$ cat config.mk
export PLATFORM = sky130hd
export DESIGN_NAME = if_stage
export DESIGN_NICKNAME = d
export VERILOG_FILES = /design/src/rtl/rv32i_types.sv /design/src/rtl/if_stage_inst_queue.sv /design/src/rtl/if_stage.sv
export SDC_FILE = /design/constraint.sdc
export NUM_CORES = 1
export LEC_CHECK = 0
export ABC_AREA = 0
export CAP_MARGIN = 10
export CELL_PAD_IN_SITES_DETAIL_PLACEMENT = 0
export CELL_PAD_IN_SITES_GLOBAL_PLACEMENT = 1
export CORE_AREA = 2 2 232 177
export CTS_BUF_LIST = sky130_fd_sc_hd__clkbuf_4 sky130_fd_sc_hd__clkbuf_8
export CTS_CLUSTER_SIZE = 24
export DETAILED_ROUTE_END_ITERATION = 8
export DIE_AREA = 0 0 234 179
export MAX_ROUTING_LAYER = met4
export PLACE_DENSITY = 0.83
export SYNTH_ARGS = -nofsm -noshare
export SYNTH_HDL_FRONTEND = slang
export SYNTH_HIERARCHICAL = 1
export SYNTH_SLANG_ARGS = --single-unit
$ cat constraint.sdc
create_clock -name clk -period 7.27 [get_ports clk]
set_input_delay 1.0905 -clock clk [delete_from_list [all_inputs] [get_ports clk]]
set_output_delay 1.0905 -clock clk [all_outputs]
set_load 0.01 [all_outputs]
$ cat src/rtl/rv32i_types.sv
// Shared RV32I pipeline types: fetch/decode register layout, fetch FSM
// states and the instruction-queue entry format.
package rv32i_types;

    typedef struct packed {
        logic [31:0] inst;
        logic [31:0] pc;
        logic [31:0] next_pc;
        logic [63:0] order;
        logic        valid;
    } if_id_t;

    typedef enum logic [1:0] {
        REQ  = 2'd0,
        WAIT = 2'd1,
        DROP = 2'd2,
        HALT = 2'd3
    } if_state_t;

    typedef struct packed {
        logic [31:0] inst;
        logic [31:0] pc;
    } iq_entry_t;

    localparam logic [3:0] RMASK_WORD = 4'hF;

    // Sequential fetch successor.
    function automatic logic [31:0] pc_plus4(input logic [31:0] pc);
        return pc + 32'd4;
    endfunction

endpackage

$ cat src/rtl/if_stage_inst_queue.sv
// Circular instruction FIFO. flush empties it; keep_head discards every
// entry behind the head (and the head too when it is dequeued that cycle).
module inst_queue
    import rv32i_types::*;
#(
    parameter int DEPTH = 4
) (
    input  logic                    clk,
    input  logic                    rst,
    input  logic                    flush,
    input  logic                    keep_head,
    input  logic                    enq,
    input  iq_entry_t               enq_data,
    input  logic                    deq,
    output iq_entry_t               head,
    output logic [$clog2(DEPTH):0]  count
);

    localparam int PW = $clog2(DEPTH);
    localparam int CW = PW + 1;
    localparam logic [CW-1:0] DEPTH_C = CW'(DEPTH);

    iq_entry_t         mem_r [DEPTH];
    logic [PW-1:0]     head_r;
    logic [PW-1:0]     tail_r;
    logic [CW-1:0]     count_r;
    logic              enq_ok_s;
    logic              deq_ok_s;

    assign enq_ok_s = enq && !flush && !keep_head && (count_r < DEPTH_C);
    assign deq_ok_s = deq && !flush && (count_r != {CW{1'b0}});
    assign head     = mem_r[head_r];
    assign count    = count_r;

    // Entry storage: written only on an accepted enqueue, so no reset needed.
    always_ff @(posedge clk) begin
        if (enq_ok_s) begin
            mem_r[tail_r] <= enq_data;
        end
    end

    // Head/tail pointers and occupancy; pointers wrap naturally (power-of-two depth).
    always_ff @(posedge clk or posedge rst) begin
        if (rst) begin
            head_r  <= {PW{1'b0}};
            tail_r  <= {PW{1'b0}};
            count_r <= {CW{1'b0}};
        end else if (flush) begin
            head_r  <= {PW{1'b0}};
            tail_r  <= {PW{1'b0}};
            count_r <= {CW{1'b0}};
        end else if (keep_head) begin
            if (deq_ok_s) begin
                head_r  <= head_r + PW'(1);
                tail_r  <= head_r + PW'(1);
                count_r <= {CW{1'b0}};
            end else if (count_r != {CW{1'b0}}) begin
                tail_r  <= head_r + PW'(1);
                count_r <= CW'(1);
            end else begin
                tail_r  <= head_r;
                count_r <= {CW{1'b0}};
            end
        end else begin
            if (enq_ok_s) begin
                tail_r <= tail_r + PW'(1);
            end
            if (deq_ok_s) begin
                head_r <= head_r + PW'(1);
            end
            count_r <= count_r + (enq_ok_s ? CW'(1) : CW'(0)) - (deq_ok_s ? CW'(1) : CW'(0));
        end
    end

endmodule

$ cat src/rtl/if_stage.sv
// Instruction fetch stage: single-outstanding imem requests, instruction
// queue to decode, decode redirect (jal), jalr halt and backend flush.
module if_stage
    import rv32i_types::*;
#(
    parameter int          IQ_DEPTH = 4,
    parameter logic [31:0] RESET_PC = 32'h1ECEB000
) (
    input  logic        clk,
    input  logic        rst,
    output logic [31:0] imem_addr,
    output logic [3:0]  imem_rmask,
    input  logic [31:0] imem_rdata,
    input  logic        imem_resp,
    output if_id_t      if_id_reg,
    input  logic        rob_stall,
    input  logic        rs_stall,
    input  logic        jump,
    input  logic        stall,
    input  logic [31:0] jal_pc,
    input  logic        flush,
    input  logic [31:0] flush_pc
);

    localparam int CW = $clog2(IQ_DEPTH) + 1;
    localparam logic [CW-1:0] DEPTH_C = CW'(IQ_DEPTH);

    if_state_t     state_r, state_next_s;
    logic [31:0]   pc_r, pc_next_s;
    logic [63:0]   order_r;
    logic          outstanding_r;
    logic [3:0]    rmask_r;
    logic [31:0]   addr_r;

    logic          issue_s;
    logic [31:0]   issue_addr_s;
    logic          enq_s;
    logic          keep_head_s;
    logic          q_flush_s;
    logic          deq_s;
    logic [CW-1:0] count_s;
    logic [CW-1:0] count_after_s;
    iq_entry_t     head_s;
    iq_entry_t     enq_data_s;
    if_id_t        if_id_s;

    assign deq_s         = (count_s != {CW{1'b0}}) && !rob_stall && !rs_stall && !flush;
    assign count_after_s = count_s + CW'(1) - (deq_s ? CW'(1) : CW'(0));
    assign enq_data_s    = '{inst: imem_rdata, pc: pc_r};
    assign imem_addr     = addr_r;
    assign imem_rmask    = rmask_r;
    assign if_id_reg     = if_id_s;

    inst_queue #(.DEPTH(IQ_DEPTH)) u_inst_queue (
        .clk       (clk),
        .rst       (rst),
        .flush     (q_flush_s),
        .keep_head (keep_head_s),
        .enq       (enq_s),
        .enq_data  (enq_data_s),
        .deq       (deq_s),
        .head      (head_s),
        .count     (count_s)
    );

    // Fetch FSM next state: redirects take priority over normal issue/enqueue.
    always_comb begin
        state_next_s = state_r;
        pc_next_s    = pc_r;
        issue_s      = 1'b0;
        issue_addr_s = pc_r;
        enq_s        = 1'b0;
        keep_head_s  = 1'b0;
        q_flush_s    = 1'b0;
        if (flush) begin
            q_flush_s    = 1'b1;
            pc_next_s    = flush_pc;
            state_next_s = (outstanding_r && !imem_resp) ? DROP : REQ;
        end else if (jump && !stall && deq_s) begin
            keep_head_s  = 1'b1;
            pc_next_s    = jal_pc;
            state_next_s = (outstanding_r && !imem_resp) ? DROP : REQ;
        end else if (jump && stall && deq_s) begin
            keep_head_s  = 1'b1;
            state_next_s = HALT;
        end else begin
            case (state_r)
                REQ: begin
                    if (count_s < DEPTH_C) begin
                        issue_s      = 1'b1;
                        state_next_s = WAIT;
                    end else begin
                        state_next_s = REQ;
                    end
                end
                WAIT: begin
                    if (imem_resp) begin
                        enq_s        = 1'b1;
                        pc_next_s    = pc_plus4(pc_r);
                        issue_addr_s = pc_plus4(pc_r);
                        if (count_after_s < DEPTH_C) begin
                            issue_s      = 1'b1;
                            state_next_s = WAIT;
                        end else begin
                            state_next_s = REQ;
                        end
                    end else begin
                        state_next_s = WAIT;
                    end
                end
                DROP: begin
                    if (imem_resp) begin
                        state_next_s = REQ;
                    end else begin
                        state_next_s = DROP;
                    end
                end
                HALT: begin
                    state_next_s = HALT;
                end
                default: begin
                    state_next_s = REQ;
                end
            endcase
        end
    end

    // Head of queue to decode; all-zero when the queue is empty.
    always_comb begin
        if_id_s = '0;
        if (count_s != {CW{1'b0}}) begin
            if_id_s.inst    = head_s.inst;
            if_id_s.pc      = head_s.pc;
            if_id_s.next_pc = pc_plus4(head_s.pc);
            if_id_s.order   = order_r;
            if_id_s.valid   = 1'b1;
        end else begin
            if_id_s.valid   = 1'b0;
        end
    end

    // State, pc, order counter, outstanding tracker and registered imem request.
    always_ff @(posedge clk or posedge rst) begin
        if (rst) begin
            state_r       <= REQ;
            pc_r          <= RESET_PC;
            order_r       <= 64'd0;
            outstanding_r <= 1'b0;
            rmask_r       <= 4'h0;
            addr_r        <= 32'd0;
        end else begin
            state_r       <= state_next_s;
            pc_r          <= pc_next_s;
            order_r       <= order_r + (deq_s ? 64'd1 : 64'd0);
            outstanding_r <= issue_s ? 1'b1 : (imem_resp ? 1'b0 : outstanding_r);
            rmask_r       <= issue_s ? RMASK_WORD : 4'h0;
            addr_r        <= issue_s ? issue_addr_s : addr_r;
        end
    end

endmodule

Yosys cells after proc, flatten, opt, wreduce, memory -nomap -nowiden --
Memory sizes are Yosys's and may differ from the RTL's. Cells that the tools add are included.
Storage, ports and cells: register bits 142, memory bits (writable) 256, input bits 104, output and inout port bits 197, memories 1
Cells by class: add/subtract/negate cells 9, $lt $le $gt $ge 2, eq/ne operators 3, mux-type cells 54, reduce and logical (&&, ||, !) cells 25
Memory list:
- u_inst_queue.mem_r | words 4, bits a word 64, rd ports 1, clocked after Yosys merged registers in 0, wr ports 1, RTL line if_stage_inst_queue.sv:23 | iq_entry_t mem_r [DEPTH];
Operators by type and width (number):
- $mux 32 | 7
- $mux 160 | 1
- $add 32x3->32 const B | 2
- $add 64x1->64 | 1
- $mux 1 | 27
- $mux 2 | 13
- $logic_and 1x1->1 | 13
- $mux 3 | 3
- $pmux 2 s4 | 1
- $logic_not 1->1 | 7
- $lt 3x3->1 const B | 2
- $reduce_bool 3->1 | 2
- $add 2x1->2 const B | 2
- $eq 2x2->1 const B | 2
- $mux 4 | 1
- $reduce_bool 2->1 | 2
- $add 3x1->3 const B | 1
- $add 3x3->3 | 1
- $sub 3x1->3 | 1
- $sub 3x3->3 | 1
- $eq 2x1->1 const B | 1
- $logic_not 2->1 | 1
- $pmux 1 s2 | 1

Depth between registers and ports, before layout --
Gate-level depths: netlist of the first run.
word-level depth 16, depth in mapped cells 16, depth with buffers taken out 15

Cells and area by module --
Netlist of the first run, hierarchy kept.
By module, submodules not included:
- inst_queue | times used 1, cells each 389, area an instance 9794.4 um^2, seq. area each 7862.5 um^2
- if_stage | times used 1, cells each 851, area an instance 7767.4 um^2, seq. area each 3318.2 um^2

Least setup slack after synthesis of the first run --
Ideal clock, no wire load.
kind input to register, start in flush, end mem u_inst_queue/mem_r[0][0] in the netlist's numbering (enable), arrival time 3.928 ns, required time 6.841 ns, slack 2.913 ns, cell stages on the path 6, cell sequence clkbuf_1 > clkbuf_1 > clkbuf_1 > nor2_1 > nor3_1 > and2_1
Between the ends: cells in the longest elaborated chain, start to end 11
Ends and longest elaborated chain:
- from (decl) | RTL line if_stage.sv:21 | input logic flush,
- $logic_not 1->1 | RTL line if_stage.sv:47 | assign deq_s = (count_s != {CW{1'b0}}) && !rob_stall && !rs_stall && !flush;
- $logic_and 1x1->1 | RTL line if_stage.sv:47
- $logic_and 1x1->1 | RTL line if_stage.sv:83 | end else if (jump && stall && deq_s) begin
- $mux 1 | RTL line if_stage.sv:83
- $mux 1 | RTL line if_stage.sv:79 | end else if (jump && !stall && deq_s) begin
- $mux 1 (*) | RTL line if_stage.sv:75 | if (flush) begin
- net keep_head_s | RTL line if_stage.sv:38 | logic keep_head_s;
- $logic_not 1->1 (*) | RTL line if_stage_inst_queue.sv:30 | assign enq_ok_s = enq && !flush && !keep_head && (count_r < DEPTH_C);
- $logic_and 1x1->1 (*) (2 in a row) | RTL line if_stage_inst_queue.sv:30
- $mux 1 (*) | RTL line if_stage_inst_queue.sv:37 | if (enq_ok_s) begin
- $mux 1 (not written as such) (*) | RTL line if_stage_inst_queue.sv:38 | mem_r[tail_r] <= enq_data;
- to (decl) | RTL line if_stage_inst_queue.sv:23
Mark *: on every way through the listed nets, which the timed path passes. The rest lies on a longest branch.

==> impl_metrics.env, run 1 <==
export IMPL_p_comb_frac=0.079
export IMPL_antenna_found_initial=6
export IMPL_clock_latency_ns=0.64
export IMPL_drt_iter0_drc=581
export IMPL_avgViaCountPerCell=5.242
export IMPL_vias=11170
export IMPL_nets=1661
export IMPL_fin_tns_setup_ns=0
export IMPL_dieArea_um2=41890
export IMPL_wl_per_cell_um=19.93
export IMPL_cts_tree="built"
export IMPL_worst_pin_slew_ns=1.097
export IMPL_p_leak_nw=7.983
export IMPL_holdBufCountCts=0
export IMPL_start_util=0.4395
export IMPL_synthToLayoutAreaGrowth_pct=26.39
export IMPL_hpwlAfterDp_um=28510
export IMPL_cp_buffers_inverters=1
export IMPL_path_max_fanout=51
export IMPL_post_cts_resized=0
export IMPL_h_tree_depth=2
export IMPL_yosys_warnings=6
export IMPL_wl_um=42440
export IMPL_synth_cell_types=67
export IMPL_worst_setup_path_end_kind="primary output"
export IMPL_hold_violations=0
export IMPL_required_ns=6.18
export IMPL_path_clk_slew_ns=0.07
export IMPL_fin_skew_ns=0.03529
export IMPL_syn_instance_count=1240
export IMPL_synth_edf_count=256
export IMPL_grt_overflow=0
export IMPL_layout_drive_gt1_share=0.1397
export IMPL_final_cells=2130
export IMPL_postCtsSetupBuffers=0
export IMPL_die_w_um=234
export IMPL_switching_share=0.2310
export IMPL_pwr_share_seq=0.531
export IMPL_power_share_clock=0.390
export IMPL_layout_common_cells="clkdlybuf4s50_1 (299), edfxtp_1 (256), dfrtp_1 (125)"
export IMPL_syn_num_nets=1355
export IMPL_startpoint_type="register"
export IMPL_slew_headroom=0.2685
export IMPL_antenna_left=0
export IMPL_cts_sinks=395
export IMPL_grt_pass1_vias=11340
export IMPL_max_freq_ghz=0.1766
export IMPL_hold_class="reg2reg"
export IMPL_cp_slowest_cell="dfrtp_4"
export IMPL_cts_root_buf="clkbuf_8"
export IMPL_fp_coreArea_um2=39960
export IMPL_cp_cell_sequence="mux4_2, ha_1, and4_1, nand2b_1, or4_1, or3_1, a21oi_1, clkdlybuf4s50_1"
export IMPL_setup_viol=0
export IMPL_cap_violations=0
export IMPL_p_int_mw=3.693
export IMPL_async_reset_ff_frac=0.3519
export IMPL_synth_seq_area_share=0.6366
export IMPL_cpLargestDelayFamily="simple AND/OR/NAND/NOR gates"
export IMPL_numCtsBuffers=59
export IMPL_grt_pass1_wl_um=63850
export IMPL_dpl_cell_count=2013
export IMPL_die_h_um=179
export IMPL_finalMaxSlewViolations=0
export IMPL_min_period_ns=5.662
export IMPL_critPathKind="reg2out"
export IMPL_ys_seq_elements=395
export IMPL_syn_avg_cell_area_um2=14.16
export IMPL_syn_area_um2=17560
export IMPL_grt_max_degree=91
export IMPL_power_density_nw_per_um2=216.4
export IMPL_first_pass_iters=6
export IMPL_std_cell_rows=64
export IMPL_arrival_ns=4.57
export IMPL_gp_congestion=0.7905
export IMPL_vdd_ir_drop_max_uv=151.1
export IMPL_rsz0062_at_grt="false"
export IMPL_layout_commonest_cell="clkdlybuf4s50_1"
export IMPL_power_switching_mw=1.109
export IMPL_slowest_delay_ns=1.11
export IMPL_dpl_worst_slack_ns=2.193
export IMPL_num_io_pins=301
export IMPL_status="complete, no violations"
export IMPL_fin_ws_ns=1.608
export IMPL_route_detailed_drc=0
export IMPL_synthFlopType="edfxtp_1"
export IMPL_groute_usage_overall=0.2073
export IMPL_finalCritPeriodShare=0.7788
export IMPL_numPortBuffers=300
export IMPL_cts_buffer_depth=3
## routing by layer
layer	GRT usage	vias up	part of all wire
met4	0.06065	0	0.021
met3	0.04914	66	0.068
li1	-	5187	-
met2	0.3244	335	0.47
met5	-	-	0
met1	0.2712	5578	0.44
## registers in the layout, summed over array words and instances, names as in the netlist, 2 cells and up
signal	flops
order_r	64
pc_r	32
state_r	2
u_inst_queue/count	3
imem_addr	32
u_inst_queue/tail_r	2
u_inst_queue/mem_r	256
u_inst_queue/head_r	2
## cell usage after synthesis, types with 4 or more instances
library cell	count	area, µm²
mux4_2	64	1441
nand2_1	68	255.2
mux2_2	8	90.09
xor2_1	62	543.0
edfxtp_1	256	7687
dfrtp_1	127	3178
o31ai_1	6	45.04
a221o_1	7	70.07
mux2i_1	4	40.04
and2_1	128	800.8
nand4_1	31	193.9
xnor2_1	54	473.0
buf_4	8	60.06
nor3_1	17	85.08
o21ai_0	48	240.2
buf_2	11	55.05
inv_1	19	71.32
clkbuf_1	34	127.6
and3_2	4	30.03
nor4_1	5	31.28
and3_1	20	125.1
buf_12	4	80.08
nand3_1	48	240.2
dfstp_2	12	315.3
a21oi_1	12	60.06
a22oi_1	18	135.1
and4_2	4	40.04
and4_1	6	52.55
nand2b_1	8	50.05
or3_1	6	37.54
nor2_1	82	307.8
ha_1	10	125.1
## power groups by stage
| stage | Combinational, mW | Clock [mW] | Sequential, mW |
|---|---|---|---|
| 2_1_floorplan | 0.138 | 0 | 2.59 |
| 3_3_place_gp | 0.382 | 0 | 2.59 |
| 3_5_place_dp | 0.386 | 0 | 2.59 |
| 4_1_cts | 0.388 | 1.92 | 2.55 |
| 5_1_grt | 0.415 | 2.02 | 2.56 |
| 6_report | 0.381 | 1.87 | 2.55 |
## area by class of cell
cell class	instances	area (µm²)
Fill cell	3254	17760
Sequential cell	395	11190
Multi-Input combinational cell	762	5956
Timing Repair Buffer	307	3050
Clock buffer	82	1010
Tap cell	528	660.6
Clock inverter	29	229.0
Inverter	21	87.58
Antenna cell	6	15.01
## worst min-delay path, cell delays in order (launching register included)
cell and delay, ns:
dfrtp_1 0.34, nand2_1 0.05, o31ai_1 0.05
## cells by family after synthesis
| family | count (synthesis) | share of synthesized area |
|---|---|---|
| AOI/OAI and AO/OA | 105 | 0.03847 |
| xor gates and xnor gates | 117 | 0.05878 |
| adders and majority gates | 11 | 0.008265 |
| buffers and inverters | 83 | 0.02543 |
| DFF | 395 | 0.6366 |
| muxes | 79 | 0.09141 |
| and+or+nand+nor | 450 | 0.1410 |
## stage by stage
stage | total power [mW] | hold WS [ns] | area (µm²) | utilization
finish | 4.802 | 0.4804 | 22200 | 0.5555
global route | 4.992 | 0.4976 | 22200 | 0.5555
global placement | 2.972 | 0.4663 | 20940 | 0.5241
CTS | 4.862 | 0.4853 | 22180 | 0.5551
detailed placement | 2.980 | 0.4699 | 20940 | 0.5241
floorplan | 2.730 | 0.4476 | 17560 | -
## final timing paths
kind	start	endpoint	slack [ns]	depth (start not counted)
max	u_inst_queue/head_r[0]	if_id_reg[91]	1.61	8
min	imem_addr[7]	imem_addr[7]	0.48	2
max in group asynchronous	rst	order_r[60]	5.00	3
max reg2reg	u_inst_queue/count[2]	u_inst_queue/count[2]	2.57	16
min in group asynchronous	rst	u_inst_queue/head_r[1]	0.89	2
min reg2reg	imem_addr[7]	imem_addr[7]	0.48	2
No activity file was read; power rests on OpenSTA's default activity.
==> run 2: changes to the inputs <==
--- a/config.mk
+++ b/config.mk
@@ -9,13 +9,13 @@
 export CAP_MARGIN = 10
 export CELL_PAD_IN_SITES_DETAIL_PLACEMENT = 0
 export CELL_PAD_IN_SITES_GLOBAL_PLACEMENT = 1
-export CORE_AREA = 2 2 232 177
+export CORE_AREA = 2 2 242 185
 export CTS_BUF_LIST = sky130_fd_sc_hd__clkbuf_4 sky130_fd_sc_hd__clkbuf_8
 export CTS_CLUSTER_SIZE = 24
 export DETAILED_ROUTE_END_ITERATION = 8
-export DIE_AREA = 0 0 234 179
+export DIE_AREA = 0 0 244 187
 export MAX_ROUTING_LAYER = met4
-export PLACE_DENSITY = 0.83
+export PLACE_DENSITY = 0.8
 export SYNTH_ARGS = -nofsm -noshare
 export SYNTH_HDL_FRONTEND = slang
 export SYNTH_HIERARCHICAL = 1
==> constraint.sdc (replaced) <==
create_clock -name clk -period 4.73 [get_ports clk]
set_input_delay 0.7095 -clock clk [delete_from_list [all_inputs] [get_ports clk]]
set_output_delay 0.7095 -clock clk [all_outputs]
set_load 0.01 [all_outputs]
==> run 2 against run 1 <==
  * Count of clock-buffer cells in the layout increased by 15
  * Via count increased by 1.8%
  * Sequential cell count unchanged
  * Critical path type unchanged
==> impl_metrics.env, run 2 (synthesized netlist as in run 1, its figures left out) <==
export IMPL_gp_congestion=0.8159
export IMPL_cp_slowest_cell="dfrtp_4"
export IMPL_numPortBuffers=300
export IMPL_wl_per_cell_um=20.43
export IMPL_cap_violations=0
export IMPL_reg_top3="u_inst_queue/mem_r (256), order_r (64)"
export IMPL_p_comb_frac=0.078
export IMPL_layout_commonest_cell="clkdlybuf4s50_1"
export IMPL_vdd_ir_drop_max_uv=202.5
export IMPL_std_cell_rows=67
export IMPL_hpwlAfterDp_um=30330
export IMPL_grt_overflow=0
export IMPL_arrival_ns=3.84
export IMPL_power_share_clock=0.401
export IMPL_final_area_um2=22520
export IMPL_cts_tree="built"
export IMPL_startpoint_type="register"
export IMPL_synthToLayoutAreaGrowth_pct=28.24
export IMPL_cts_root_buf="clkbuf_8"
export IMPL_place_area_um2=21160
export IMPL_first_pass_iters=5
export IMPL_finalMaxSlewViolations=0
export IMPL_grt_pass1_vias=11720
export IMPL_rsz0062_at_grt="false"
export IMPL_vias=11370
export IMPL_start_util=0.4021
export IMPL_grt_max_degree=87
export IMPL_finalCritPeriodShare=0.9608
export IMPL_antenna_left=0
export IMPL_min_period_ns=4.545
export IMPL_hold_violations=0
export IMPL_nets=1682
export IMPL_clock_latency_ns=0.61
export IMPL_fin_tns_setup_ns=0
export IMPL_cts_sinks=395
export IMPL_h_tree_depth=3
export IMPL_route_detailed_drc=0
export IMPL_drt_iter0_drc=734
export IMPL_reg2reg_slack_ns=0.69
export IMPL_setup_viol=0
export IMPL_die_w_um=244
export IMPL_worst_setup_path_end_kind="primary output"
export IMPL_p_int_mw=5.774
export IMPL_hold_class="reg2reg"
export IMPL_pwr_share_seq=0.520
export IMPL_largest_register_ffs=256
export IMPL_path_max_fanout=12
export IMPL_p_total_mw=7.541
export IMPL_layout_drive_gt1_share=0.1551
export IMPL_num_io_pins=301
export IMPL_wl_um=45020
export IMPL_dieArea_um2=45630
export IMPL_die_h_um=187
export IMPL_fp_coreArea_um2=43680
export IMPL_worst_pin_slew_ns=0.9111
export IMPL_required_ns=4.02
export IMPL_layout_common_cells="clkdlybuf4s50_1 (299), edfxtp_1 (256), dfrtp_1 (125)"
export IMPL_antenna_found_initial=0
export IMPL_slowest_delay_ns=0.60
export IMPL_switching_share=0.2344
export IMPL_p_leak_nw=8.132
export IMPL_fin_skew_ns=0.02935
export IMPL_grt_pass1_wl_um=69350
export IMPL_power_density_nw_per_um2=334.8
export IMPL_cp_cell_sequence="mux4_2, and4_1, nand4_2, or4_4, or3_1, a21oi_1, clkdlybuf4s50_1"
export IMPL_cts_buffer_depth=3
export IMPL_critPathKind="reg2out"
export IMPL_status="complete, no violations"
export IMPL_numCtsBuffers=66
export IMPL_power_switching_mw=1.767
export IMPL_slew_headroom=0.3849
export IMPL_diodes=0
export IMPL_groute_usage_overall=0.2039
export IMPL_avgViaCountPerCell=5.159
export IMPL_top_register="u_inst_queue/mem_r"
export IMPL_path_clk_slew_ns=0.06
export IMPL_max_freq_ghz=0.2200
run 2: power by group through the flow:
| stage | clock network (mW) | registers (mW) | logic, mW |
|---|---|---|---|
| after floorplan | 0 | 3.98 | 0.212 |
| after global placement | 0 | 3.98 | 0.593 |
| after detailed placement | 0 | 3.99 | 0.597 |
| after CTS | 3.13 | 3.92 | 0.602 |
| after global routing | 3.28 | 3.94 | 0.641 |
| final | 3.03 | 3.92 | 0.589 |
run 2: per-layer routing:
layer,track usage,wire length (µm)
met1,0.2838,20890
met5,-,0
met2,0.2992,20090
met3,0.05151,3140
met4,0.05371,890
run 2: area by class of cell:
class	instances	area, µm²
clock inverters	22	138.9
flip-flops and latches	395	11190
well taps	586	733.2
repair buffers	321	3224
clock buffers	97	1172
multi-input cells	762	5977
fillers	3722	21150
inverters	21	87.58
run 2: worst paths after layout:
kind                       depth (start not counted)                    from                     to
max                                                7  u_inst_queue/head_r[0]          if_id_reg[91]
max reg2reg                                       15   u_inst_queue/count[2]  u_inst_queue/count[2]
min in group asynchronous                          2                     rst  u_inst_queue/count[2]
min reg2reg                                        1             order_r[45]            order_r[45]
max in group asynchronous                          3                     rst            order_r[41]
min                                                1             order_r[45]            order_r[45]
run 2: metrics by stage:
step | std cells | hold slack, ns | utilization | setup slack, ns
final | 2204 | 0.4788 | 0.5157 | 0.1853
after global routing | 2204 | 0.5101 | 0.5157 | 0.008967
after CTS | 2204 | 0.4806 | 0.5152 | 0.003128
after detailed placement | 2083 | 0.4694 | 0.4844 | 0.4148
after global placement | 2083 | 0.4669 | 0.4844 | 0.4888
after floorplan | 1240 | 0.4476 | - | 0.5143
run 2: what timing repair did:
action | 4_1_cts | 5_1_grt
endpoints found under the setup margin | 6 | 6
hold buffers | 0 | 0
buffers inserted | 2 | 0
resized for setup | 1 | 4
run 2: worst max-delay path: cells and delay by family, from the launching register on:
kind	cells	cell delay [ns]
AOI/OAI and AO/OA	1	0.15
DFF	1	0.60
muxes	1	0.45
and+or+nand+nor	4	1.48
buffers and inverters	1	0.55
